`config.mk`:
```
export PLATFORM = sky130hd
export DESIGN_NAME = hazard_ctl
export DESIGN_NICKNAME = d
export VERILOG_FILES = /design/src/rtl/hazard_ctl.sv
export SDC_FILE = /design/constraint.sdc
export NUM_CORES = 1
export LEC_CHECK = 0
export CORE_MARGIN = 5
export CORE_UTILIZATION = 43
export CTS_BUF_LIST = sky130_fd_sc_hd__clkbuf_16
export CTS_CLUSTER_DIAMETER = 50
export CTS_CLUSTER_SIZE = 12
export DETAILED_ROUTE_END_ITERATION = 8
export PLACE_DENSITY = 0.75
export SKIP_LAST_GASP = 1
export SYNTH_ARGS = -nofsm -noshare
export SYNTH_HDL_FRONTEND = slang
export SYNTH_SLANG_ARGS = --single-unit
```
`constraint.sdc`:
```
create_clock -name clk -period 1.5 [get_ports clk]
set_input_delay 0.3 -clock clk [delete_from_list [all_inputs] [get_ports clk]]
set_output_delay 0.3 -clock clk [all_outputs]
set_load 0.01 [all_outputs]
```
`src/rtl/hazard_ctl.sv`:
```
// rtl/hazard_ctl.sv - decode-stage RAW hazard, branch squash and halt-drain control
// Three-entry writer scoreboard shifts every cycle; outputs are combinational.
module hazard_ctl #(
  parameter int CHECK_W      = 0,
  parameter int DRAIN_CYCLES = 3
) (
  input  logic        clk,
  input  logic        rst,
  input  logic        valid_d,
  input  logic [2:0]  Rs_d,
  input  logic [2:0]  Rt_d,
  input  logic        useRs_d,
  input  logic        useRt_d,
  input  logic [2:0]  Rd_d,
  input  logic        RegWrite_d,
  input  logic        halt_d,
  input  logic        branch_taken_x,
  output logic        stall,
  output logic        nop_d,
  output logic        flush,
  output logic        halt_done,
  output logic [15:0] stall_cnt
);

  localparam int CW = $clog2(DRAIN_CYCLES + 1);

  typedef enum logic [1:0] {RUN, DRAIN, HALTED} state_t;

  state_t        state;
  logic [CW-1:0] drain_cnt;
  logic          sbx_v, sbm_v, sbw_v;
  logic [2:0]    sbx_rd, sbm_rd, sbw_rd;

  logic chk_w;
  logic match_rs, match_rt;
  logic hazard, run, issue;

  assign chk_w = (CHECK_W != 0);

  assign match_rs = (sbx_v & (sbx_rd == Rs_d)) | (sbm_v & (sbm_rd == Rs_d)) |
                    (chk_w & sbw_v & (sbw_rd == Rs_d));
  assign match_rt = (sbx_v & (sbx_rd == Rt_d)) | (sbm_v & (sbm_rd == Rt_d)) |
                    (chk_w & sbw_v & (sbw_rd == Rt_d));

  assign hazard = valid_d & ((useRs_d & match_rs) | (useRt_d & match_rt));
  assign run    = (state == RUN);
  assign issue  = rst & run & valid_d & ~hazard & ~branch_taken_x;

  // Reset forces the quiescent output pattern regardless of decode inputs.
  always_comb begin
    stall = 1'b0;
    nop_d = 1'b1;
    flush = 1'b0;
    if (rst) begin
      if (run) begin
        stall = hazard & ~branch_taken_x;
        nop_d = ~issue;
        flush = branch_taken_x;
      end else begin
        stall = 1'b1;
        nop_d = 1'b1;
      end
    end
  end

  assign halt_done = rst & (state == HALTED);

  always_ff @(posedge clk or negedge rst) begin
    if (!rst) begin
      state     <= RUN;
      drain_cnt <= '0;
      sbx_v     <= 1'b0;
      sbm_v     <= 1'b0;
      sbw_v     <= 1'b0;
      sbx_rd    <= '0;
      sbm_rd    <= '0;
      sbw_rd    <= '0;
      stall_cnt <= '0;
    end else begin
      sbw_v  <= sbm_v;
      sbw_rd <= sbm_rd;
      sbm_v  <= sbx_v;
      sbm_rd <= sbx_rd;
      sbx_v  <= issue & RegWrite_d;
      sbx_rd <= Rd_d;

      if (run && stall && (stall_cnt != 16'hFFFF))
        stall_cnt <= stall_cnt + 16'd1;

      case (state)
        RUN: begin
          if (issue && halt_d) begin
            state     <= DRAIN;
            drain_cnt <= CW'(DRAIN_CYCLES - 1);
          end
        end
        DRAIN: begin
          if (drain_cnt == '0) state <= HALTED;
          else                 drain_cnt <= drain_cnt - CW'(1);
        end
        default: state <= HALTED;
      endcase
    end
  end

endmodule
```
==> run_results.csv <==
group,metric,value,unit
power,max-vdd-ir-drop,0.000560,V
grt,gr-usage-all-layers,0.194,
synth,yosysWarnings,0,
critical_path,crit_fanout,2,
synth,synth-edff-count,0,
critical_path,rr_worst_depth,9,
synth,synth_top_area_cell,"dfrtp_1",
grt,grt_remaining_overflow,0,
critical_path,path_class,"register to output port",
critical_path,r2r_end,"stall_cnt[3]",
routing,ant_nets,0,
finish,antenna_cells,0,
finish,drive_above_1_share,0.386,
cts,root_buffer,"clkbuf_16",
timing,finalSetupViolations,21,
floorplanning,core,3050,sq um
routing,drcViolationCount,0,
synth,netlist_area,1370,sq um
floorplanning,io_pins,37,
placement,dp_hpwl,2650,um
floorplanning,rows,20,
critical_path,reg2reg_setup_slack,-330,ps
cts,tritoncts,"done",
cts,cts_buffer_depth,2,
hold_path,hold_class,"input port to async pin",
finish,final_core_util,0.761,
synth,yosysMostFrequentCell,"dfrtp_1",
synth,synthFlopType,"dfrtp_1",
routing,drtIter0Drc,13,
cts,htreeDepth,1,
power,power.leakage,0.00121,uW
timing,timing.fmax,0.493,GHz
timing,final_max_slew_viol_count,0,
placement,place.port_buffers,36,
grt,first_global_vias,1366,
cts,cts.sinks,28,
critical_path,cp.arrival,1730,ps
power,total_power,1850,uW
routing,dr.pass1.iters,4,
synth,synth_top_area_frac,0.513,
timing,slew_headroom,0.715,
floorplanning,fp.dieH,66.3,um
timing,finalClockSkew,5.76,ps
cts,cts_hold_buffers,0,
finish,fin_nets,222,
routing,wire_per_inst,15.6,um
floorplanning,die_w,66.3,um
timing,fin_crit,2030,ps
critical_path,startpoint,"sbm_rd[0]",
critical_path,endpoint,"stall",
synth,ys_seq_elements,28,
timing,fin_ws,-528,ps
run,maxCapViolations,0,
synth,ys_top_cells_by_area,"dfrtp_1 (51%), xnor2_1 (15%), and3_1 (3.2%), and4_1 (3.2%), nand4_1 (3.2%)",
routing,viasPerCell,4.96,
timing,rsz0062_at_grt,"true",
synth,yosysUniqueCellTypes,28,
synth,synth_nets,139,
status,status,"finished with violations",
finish,area_growth,70.3,%
cts,clock_latency,260,ps
critical_path,end_kind,"output port",
timing,min_period_over_period,1.35,
routing,vias,1220,
timing,fin_hold_ws,252,ps
cts,path_clk_slew,70,ps
floorplanning,initial_core_util,0.447,
cts,cts_buffers,3,
power,power_density,795,nW/um^2
grt,grt_pass1_wl,6460,um
placement,routabilityCongestion,0.779,
critical_path,reg2reg_from,"sbx_rd[2]",
timing,fin_setup_tns,-5870,ps
critical_path,startpoint_type,"register",
grt,antenna_found_initial,0,
placement,preCtsSetupSlack,-1000,ps
synth,synth_commonest_cells,"dfrtp_1 (28), xnor2_1 (24), nand2_1 (10), and3_1 (7), nand4_1 (7)",
critical_path,cp.required,1200,ps
floorplanning,die_area,4400,sq um
timing,hold_violations,0,
synth,syn_avg_cell_area,11.4,sq um
synth,postSynth.asyncResetShare,1.00,
timing,tightest_slew,424,ps
status,violations,"setup timing",
grt,grt_max_degree,25,
synth,ys_seq_area_frac,0.513,
routing,drt-total-wl,3830,um
synth,synthCells,120,
==> flip-flops by register name (all words and copies together), names as in the netlist <==
signal	cells
sbm_v	1
drain_cnt	2
stall_cnt	16
sbx_v	1
sbm_rd	3
state	2
sbx_rd	3
==> routing by layer <==
metal | vias up | routed length [um] | share of wire | global-route usage
met5 | - | 0 | 0 | 0
met4 | 0 | 72 | 0.019 | 0.0711
met3 | 8 | 126 | 0.033 | 0.0289
met2 | 31 | 2130 | 0.56 | 0.358
met1 | 593 | 1500 | 0.39 | 0.224
li1 | 588 | - | - | -
==> layout make-up <==
| class | instances | area (sq um) |
|---|---|---|
| clock buffers | 3 | 75.1 |
| clock inverters | 1 | 3.75 |
| fillers | 237 | 728 |
| inverters | 3 | 11.3 |
| multi-input cells | 88 | 787 |
| flip-flops and latches | 28 | 704 |
| well taps | 44 | 55.1 |
| repair buffers | 79 | 688 |
==> worst max-delay path, stage by stage (launching register included) <==
cell and delay [ps]:
dfrtp_1 410, xnor2_1 130, and4_1 200, o21ai_2 150, and2_4 160, nor2b_1 40
o31a_1 240, buf_2 140
==> report_power, final <==
group / internal, uW / switching [uW]
Clock: 357 / 233
Sequential: 816 / 47.3
Combinational: 216 / 180
Total: 1390 / 461
==> cell families (layout without fill, tap and decap cells) <==
group	Yosys count	count (layout)	synth area share
fa+ha+maj	2	2	0.0183
compound gates	10	10	0.0623
mux	2	2	0.0165
buf+inv	4	86	0.0165
simple gates	47	47	0.200
xor+xnor	27	27	0.173
flops	28	28	0.513
==> stage by stage <==
stage	instances	instance area, sq um
2_1_floorplan	120	1410
3_3_place_gp	232	2080
3_5_place_dp	232	2080
4_1_cts	245	2260
5_1_grt	246	2320
6_report	246	2320
==> cell usage in the layout (no fill, tap or decap), drive strengths merged, types with 3 or more instances in the layout <==
| master | count |
|---|---|
| buf | 45 |
| dfrtp | 28 |
| dlygate4sd2 | 24 |
| xnor2 | 24 |
| nand2 | 10 |
| clkdlybuf4s50 | 9 |
| nand4 | 7 |
| and3 | 7 |
| and4 | 5 |
| nand3 | 5 |
| nor2 | 4 |
| inv | 3 |
| xor2 | 3 |
| clkbuf | 3 |
| o21ai | 3 |
==> what timing repair did <==
item | 4_1_cts | 5_1_grt
pin swaps | 20 | 19
setup endpoints to repair | 39 | 23
endpoints found under the hold margin | 0 | 0
gates cloned | 1 | 0
setup buffers | 10 | 1
gates resized for setup | 42 | 13
==> how the worst min path moves through the flow <==
stage	to	cells past startpoint	start
4_1_cts	stall_cnt[6]	2	rst
3_5_place_dp	sbm_v	0	sbx_v
5_1_grt	state[0]	3	rst
3_3_place_gp	sbm_v	0	sbx_v
2_1_floorplan	drain_cnt[0]	0	rst
6_report	stall_cnt[6]	2	rst
Note: power is estimated with default switching activity, not from simulation.
